$ cat config.mk
export PLATFORM = sky130hd
export DESIGN_NAME = ex_div_flat
export DESIGN_NICKNAME = d
export VERILOG_FILES = /design/src/rtl/ex_div_if.sv /design/src/rtl/ex_div.sv /design/src/flat_wrapper.sv
export SDC_FILE = /design/constraint.sdc
export NUM_CORES = 1
export LEC_CHECK = 0
export ABC_CLOCK_PERIOD_IN_PS = 7650
export CAP_MARGIN = 20
export CORE_ASPECT_RATIO = 2
export CORE_MARGIN = 4
export CORE_UTILIZATION = 45
export DETAILED_ROUTE_END_ITERATION = 8
export HOLD_SLACK_MARGIN = 0.1
export PLACE_DENSITY = 0.69
export SETUP_SLACK_MARGIN = 0.05
export SLEW_MARGIN = 15
export SYNTH_ARGS = -nofsm -noshare
export SYNTH_HDL_FRONTEND = slang
export SYNTH_SLANG_ARGS = --single-unit
$ cat constraint.sdc
create_clock -name clk_100MHz -period 7.65 [get_ports clk_100MHz]
set_clock_uncertainty 0.05 [all_clocks]
set_input_delay 1.53 -clock clk_100MHz [delete_from_list [all_inputs] [get_ports clk_100MHz]]
set_output_delay 1.53 -clock clk_100MHz [all_outputs]
set_load 0.02 [all_outputs]
$ cat src/rtl/ex_div_if.sv
// ID/EX -> divider -> EX/MEM signal bundle.
// master: pipeline side driving operands; slave: the divider.
interface ex_div_if;
  logic        start_i;
  logic [2:0]  op_i;
  logic [31:0] dividend_i;
  logic [31:0] divisor_i;
  logic [4:0]  reg_waddr_i;
  logic        flush_i;
  logic        hold_req_o;
  logic        busy_o;
  logic        ready_o;
  logic [31:0] result_o;
  logic        reg_we_o;
  logic [4:0]  reg_waddr_o;

  modport master (
    output start_i, op_i, dividend_i, divisor_i, reg_waddr_i, flush_i,
    input  hold_req_o, busy_o, ready_o, result_o, reg_we_o, reg_waddr_o
  );

  modport slave (
    input  start_i, op_i, dividend_i, divisor_i, reg_waddr_i, flush_i,
    output hold_req_o, busy_o, ready_o, result_o, reg_we_o, reg_waddr_o
  );
endinterface

$ cat src/rtl/ex_div.sv
// Iterative radix-2 restoring RV32M divider (DIV/DIVU/REM/REMU).
// 32 iterations for normal operands, single cycle for divide-by-zero and overflow.
module ex_div (
  input  logic      clk_100MHz,
  input  logic      arst_n,
  ex_div_if.slave   dif
);

  typedef enum logic [1:0] {IDLE = 2'd0, CALC = 2'd1, DONE = 2'd2} state_t;

  state_t      state, state_nx;
  logic [31:0] rem, dvd, dvs;
  logic [4:0]  cnt;
  logic        q_neg, r_neg, is_rem;
  logic [31:0] result;
  logic [4:0]  waddr;

  logic        start_ok, sgn, a_neg, b_neg, div0, ovf, special;
  logic [31:0] a_abs, b_abs, spec_res;
  logic [32:0] rem_sh, diff;
  logic [31:0] rem_nx, dvd_nx, q_fin, r_fin, fin;

  assign start_ok = (state == IDLE) & dif.start_i & dif.op_i[2] & ~dif.flush_i;
  assign sgn      = ~dif.op_i[0];
  assign a_neg    = sgn & dif.dividend_i[31];
  assign b_neg    = sgn & dif.divisor_i[31];
  assign a_abs    = a_neg ? (~dif.dividend_i + 32'd1) : dif.dividend_i;
  assign b_abs    = b_neg ? (~dif.divisor_i + 32'd1) : dif.divisor_i;
  assign div0     = (dif.divisor_i == 32'd0);
  assign ovf      = sgn & (dif.dividend_i == 32'h8000_0000) & (dif.divisor_i == 32'hFFFF_FFFF);
  assign special  = div0 | ovf;

  always_comb begin
    spec_res = 32'd0;
    if (div0)
      spec_res = dif.op_i[1] ? dif.dividend_i : 32'hFFFF_FFFF;
    else if (ovf)
      spec_res = dif.op_i[1] ? 32'd0 : 32'h8000_0000;
  end

  // One restoring step; 33 bits are enough since rem < divisor before the shift.
  assign rem_sh = {rem, dvd[31]};
  assign diff   = rem_sh - {1'b0, dvs};
  assign rem_nx = diff[32] ? rem_sh[31:0] : diff[31:0];
  assign dvd_nx = {dvd[30:0], ~diff[32]};

  assign q_fin = q_neg ? (~dvd_nx + 32'd1) : dvd_nx;
  assign r_fin = r_neg ? (~rem_nx + 32'd1) : rem_nx;
  assign fin   = is_rem ? r_fin : q_fin;

  // State register
  always_ff @(posedge clk_100MHz or negedge arst_n) begin
    if (!arst_n) state <= IDLE;
    else         state <= state_nx;
  end

  // Next-state logic
  always_comb begin
    state_nx = state;
    if (dif.flush_i)
      state_nx = IDLE;
    else begin
      case (state)
        IDLE:    if (start_ok) state_nx = special ? DONE : CALC;
        CALC:    if (cnt == 5'd31) state_nx = DONE;
        DONE:    state_nx = IDLE;
        default: state_nx = IDLE;
      endcase
    end
  end

  // Outputs
  always_comb begin
    dif.busy_o     = (state != IDLE);
    dif.hold_req_o = start_ok | (state == CALC);
    dif.ready_o    = (state == DONE) & ~dif.flush_i;
    dif.reg_we_o   = dif.ready_o;
  end

  assign dif.result_o    = result;
  assign dif.reg_waddr_o = waddr;

  // Datapath; flush freezes everything so the old result stays visible.
  always_ff @(posedge clk_100MHz or negedge arst_n) begin
    if (!arst_n) begin
      rem    <= 32'd0;
      dvd    <= 32'd0;
      dvs    <= 32'd0;
      cnt    <= 5'd0;
      q_neg  <= 1'b0;
      r_neg  <= 1'b0;
      is_rem <= 1'b0;
      result <= 32'd0;
      waddr  <= 5'd0;
    end else if (!dif.flush_i) begin
      if (start_ok) begin
        waddr <= dif.reg_waddr_i;
        if (special) begin
          result <= spec_res;
        end else begin
          dvd    <= a_abs;
          dvs    <= b_abs;
          rem    <= 32'd0;
          cnt    <= 5'd0;
          q_neg  <= a_neg ^ b_neg;
          r_neg  <= a_neg;
          is_rem <= dif.op_i[1];
        end
      end else if (state == CALC) begin
        rem <= rem_nx;
        dvd <= dvd_nx;
        cnt <= cnt + 5'd1;
        if (cnt == 5'd31) result <= fin;
      end
    end
  end

endmodule

$ cat src/flat_wrapper.sv
// flat-port wrapper written by rule: the top's interface ports become plain ports
module ex_div_flat 
  (clk_100MHz, arst_n, dif_start_i, dif_op_i, dif_dividend_i, dif_divisor_i, dif_reg_waddr_i, dif_flush_i, dif_hold_req_o, dif_busy_o, dif_ready_o, dif_result_o, dif_reg_we_o, dif_reg_waddr_o);
  ex_div_if dif_i ();
  input  logic clk_100MHz;
  input  logic arst_n;
  input wire logic [$bits(dif_i.start_i)-1:0] dif_start_i;
  input wire logic [$bits(dif_i.op_i)-1:0] dif_op_i;
  input wire logic [$bits(dif_i.dividend_i)-1:0] dif_dividend_i;
  input wire logic [$bits(dif_i.divisor_i)-1:0] dif_divisor_i;
  input wire logic [$bits(dif_i.reg_waddr_i)-1:0] dif_reg_waddr_i;
  input wire logic [$bits(dif_i.flush_i)-1:0] dif_flush_i;
  output wire logic [$bits(dif_i.hold_req_o)-1:0] dif_hold_req_o;
  output wire logic [$bits(dif_i.busy_o)-1:0] dif_busy_o;
  output wire logic [$bits(dif_i.ready_o)-1:0] dif_ready_o;
  output wire logic [$bits(dif_i.result_o)-1:0] dif_result_o;
  output wire logic [$bits(dif_i.reg_we_o)-1:0] dif_reg_we_o;
  output wire logic [$bits(dif_i.reg_waddr_o)-1:0] dif_reg_waddr_o;
  assign dif_i.start_i = dif_start_i;
  assign dif_i.op_i = dif_op_i;
  assign dif_i.dividend_i = dif_dividend_i;
  assign dif_i.divisor_i = dif_divisor_i;
  assign dif_i.reg_waddr_i = dif_reg_waddr_i;
  assign dif_i.flush_i = dif_flush_i;
  assign dif_hold_req_o = dif_i.hold_req_o;
  assign dif_busy_o = dif_i.busy_o;
  assign dif_ready_o = dif_i.ready_o;
  assign dif_result_o = dif_i.result_o;
  assign dif_reg_we_o = dif_i.reg_we_o;
  assign dif_reg_waddr_o = dif_i.reg_waddr_o;
  ex_div u_core (.clk_100MHz(clk_100MHz), .arst_n(arst_n), .dif(dif_i));
endmodule
==> results.md <==
- For this design the ratio of total power to cell area is 199.6 nW/um2.
- The number of global-route vias before repair was 11970.
- Setup total negative slack on the finished layout was measured at 0 ns.
- Setup repair after global routing left no endpoint under its margin.
- The die is 123.9 um wide.
- The total die area is 29700 um2.
- The proportion of power drawn by combinational gates is 37.1%.
- The max-slew headroom at the worst pin is 26.49%.
- After Yosys synthesis, and, or, nand and nor cells account for 22.16% of the synthesized area.
- The half-perimeter wire length after placement is 30330 um.
- The number of enable-type register cells in the synthesized netlist is 0.
- The worst hold slack after final layout is 0.4305 ns.
- The number of post-CTS setup repair buffers is 0.
- In this run the core area contains 84 standard-cell rows.
- In the global route stage, overall resource usage came out at 27.27%.
- In this run, synthesis produced a sequential element count of 143.
- The worst setup path is launched from an input port.
- The portion of the post-synthesis area used by sequential elements is 29.61%.
- The design draws 2.784 mW.
- The CTS root buffer is sky130_fd_sc_hd__clkbuf_16.
- The clock net sink count is 143.
- After Yosys synthesis, full adders, half adders and majority gates account for 4.203% of the synthesized area.
- The flow ran to the end, and the final reports show no timing, DRC or antenna violations.
- The last weighted congestion value of the routability-driven placer is 0.9600.
- The remaining antenna violation count is 0.
- By area, the combinational part of the netlist is dominated by compound AO/OA/AOI/OAI gates.
- After synthesis, the share of cell area in mux cells is 3.530%.
- Once the floorplan was initialized, standard cells occupied 45.82% of the core.
- For the worst-skew pair, the clock arrives at the later sink with an insertion delay of 0.46 ns.
- The count of buffer and inverter cells on the critical path is 2.
- The DRC violation total after the first TritonRoute iteration is 696.
- The final net count is 1745.
- Synthesis handed over a netlist of 1569 instances.
- In this run the count of I/O pins placed on the die edge is 117.
- In the layout the commonest cells are 198 x sky130_fd_sc_hd__nand2_1, 172 x sky130_fd_sc_hd__o21ai_0, 153 x sky130_fd_sc_hd__nor2_1.
- Clock-pin slew was measured on the worst setup and hold paths at 0.06 ns.
- The share of the synthesized netlist area taken by xor and xnor gates is 8.996%.
- The cell with the largest stage delay on the worst path is sky130_fd_sc_hd__or4_1.
- Wires add up to 39720 um.
- The min-delay analysis places its worst path in the category reg -> reg.
- The layout filler cell count is 2545.
- Data on the critical path is required at its endpoint by 7.96 ns.
- In the final layout, the share of cells above drive strength 1 is 5.545%.
- The clock tree buffer depth is 2.
- For this design, the CTS-stage hold fixing added 0 buffers.
- Summing all flip-flop and latch instances after layout gives 3578 um2.
- In this run switching power makes up 38.37% of total power.
- The relative contribution of sequential cells to total power is 35.6%.
- The clock network burns 27.3% of the power.
- The utilization after layout is 52.88%.
- Among the stages of the critical path, the cell type that occurs most often is sky130_fd_sc_hd__nand2_1.
- The most frequent standard cell in the layout excluding fill and tap cells is sky130_fd_sc_hd__nand2_1.
- The CTS buffer count is 17.
- The placeable core area is 26380 um2.
- The max-cap violation count is 0.
- In this run the worst path has a maximum fanout of 28.
- Before antenna repair, the detailed router went through 7 iterations.
- Across the VDD grid, the largest voltage drop is 115.4 uV.
- Yosys printed 0 warnings.
- The compound-gate portion of the synthesized area is 26.23%.
- The maximum number of pins on one net before global-route repair is 88.
- The growth of design area from synthesis to finish is 15.41%.
- The final hold violation count is 0.
- The post-synthesis area per instance is 7.703 um2.
- The design internal power is 1.716 mW.
- For this run, asynchronously set or reset flops after synthesis account for 100.0%.
- The area after detailed placement is 13430 um2.
- In this run the tool buffered the top-level ports with 116 buffer cells.
- After clock tree synthesis, the repair step resized 0 gates.
- In this run, distinct cell masters in the synthesized netlist total 93.
- The worst path needs 5.426 ns of the cycle, external delays included.
- Setup violations remaining at the end of the flow were counted as 0.
- The worst setup path is of the in -> reg kind.
- At the pin with the least slew margin, the transition time is 1.103 ns.
- The number of antenna violations at the first check in global routing is 0.
- The netlist area before placement is 12090 um2.
- After routing the design area is 13950 um2.
- The mean routed wirelength per cell is 20.01 um.
- The number of diodes is 0.
- The total overflow left after global routing is 0.
- TritonCTS built the clock tree.
- For this run, design rule violations remaining after detail routing come to 0.
- The analysis attributes to net switching a power of 1.068 mW.
- The largest delay contributor family on the critical path is simple AND/OR/NAND/NOR gates.
- Derived from the worst setup path, the maximum achievable clock frequency is 184.3 MHz.
- The maximum cell stage delay along the critical path is 0.65 ns.
- The most used flip-flop cell after synthesis is sky130_fd_sc_hd__dfrtp_1.
- The CTS H-tree depth is 4.
- Synthesis produced a netlist with a net count of 1685.
- STA classifies the critical path endpoint as a flip-flop.
- The max-slew violation count was 0.
- In the finished design, the share of the clock period the worst path needs comes to 70.92%.
- The number of vias in the routed layout is 11930.
- Measured along the y axis, the die boundary spans 239.8 um.
- STA puts the critical path data arrival time at 5.74 ns.
- Walking the worst path, the cells encountered are clkdlybuf4s50_1 > or4_1 > nor3_1 > nand4_1 > o21bai_1 > nand2_1 > a21o_1 > inv_2 > nand2_1 > nor2_1 > a21oi_1 > o21ai_0.
- In the final layout, the multi-input gates occupy 7895 um2.
- The first global-routing pass estimated 62780 um of wire.
- The leakage power of the design is 5.703 nW.
- Dividing the detail-routed via count by the number of cells gives 6.009.
==> cell type report <==
class / count / share of cell area [%]
clock inverters: 7 / 0.2691
clock buffers: 24 / 3.453
well taps: 344 / 3.085
repair buffers: 132 / 9.194
flip-flops and latches: 143 / 25.65
multi-input cells: 1270 / 56.60
inverters: 65 / 1.749
==> tightest hold or removal path, cell delays in order (launching register included) <==
cell and delay (ns):
sky130_fd_sc_hd__dfrtp_1 0.34, sky130_fd_sc_hd__nand2_1 0.05, sky130_fd_sc_hd__nand2_1 0.06
==> power by group through the flow <==
stage / sequential, mW / clock [mW] / combinational (mW)
finish: 0.990 / 0.760 / 1.03
detailed placement: 0.999 / 0 / 1.02
floorplan: 0.973 / 0 / 0.720
global placement: 0.996 / 0 / 0.998
CTS: 0.986 / 0.772 / 1.03
global route: 1.01 / 0.802 / 1.15
==> path summary, 6_finish.rpt <==
kind	depth (start not counted)	slack [ns]	start	end
max in group asynchronous	2	5.14	arst_n	u_core.rem[27]
min in group asynchronous	1	1.08	arst_n	u_core.dif.reg_waddr_o[2]
setup reg to reg	17	2.28	u_core.rem[16]	u_core.dif.result_o[26]
hold reg to reg	2	0.43	u_core.dif.reg_waddr_o[0]	u_core.dif.reg_waddr_o[0]
setup / recovery	12	2.22	dif_dividend_i[25]	u_core.dif.result_o[22]
hold / removal	2	0.43	u_core.dif.reg_waddr_o[0]	u_core.dif.reg_waddr_o[0]
==> metal layers <==
layer  wire length (um)  part of all wire, %  track usage [%]
met1              14650                   37            29.47
met2              20520                   52            48.17
met3               1803                  4.5            3.592
met4               2747                  6.9            18.55
met5                  0                    0                0
==> per-stage QoR <==
step,std cells,worst slack (ns)
final,1985,2.224
after global routing,1985,1.889
after CTS,1985,2.288
after detailed placement,1954,1.827
after global placement,1954,1.816
after floorplan,1569,3.201
==> registers in the layout, summed over array words and instances, names as in the netlist, 2 cells and up <==
register / cells
u_core.dvd: 32
u_core.cnt: 5
u_core.dif.reg_waddr_o: 5
u_core.dif.result_o: 32
u_core.state: 2
u_core.rem: 32
u_core.dvs: 32
==> cell families (layout without fill, tap and decap cells) <==
kind of cell | count (synthesis) | in the layout
multiplexers | 41 | 41
AND/OR/NAND/NOR | 565 | 565
adder cells (fa/ha/maj) | 40 | 40
AO/OA/AOI/OAI | 502 | 502
XOR/XNOR | 122 | 122
flip-flops | 143 | 143
buffers and inverters | 156 | 228
==> cell usage after synthesis (all sizes together) (15+ instances only) <==
cell type	count	area, um2
a31oi	28	196.4
dfrtp	143	3578
a21o	16	120.1
nand2	199	749.5
nand3	33	165.2
nand4	18	118.9
buf	29	157.7
nor2	155	584.3
clkbuf	62	235.2
ha	39	488.0
o21ai	180	915.9
nor3	28	151.4
mux2i	28	280.3
nand2b	21	131.4
nor4	17	106.4
inv	65	244.0
a21oi	133	673.2
or3	20	130.1
and2	15	93.84
xor2	57	499.2
o31ai	21	157.7
xnor2	65	588.1
Note: power is estimated with default switching activity, not from simulation.
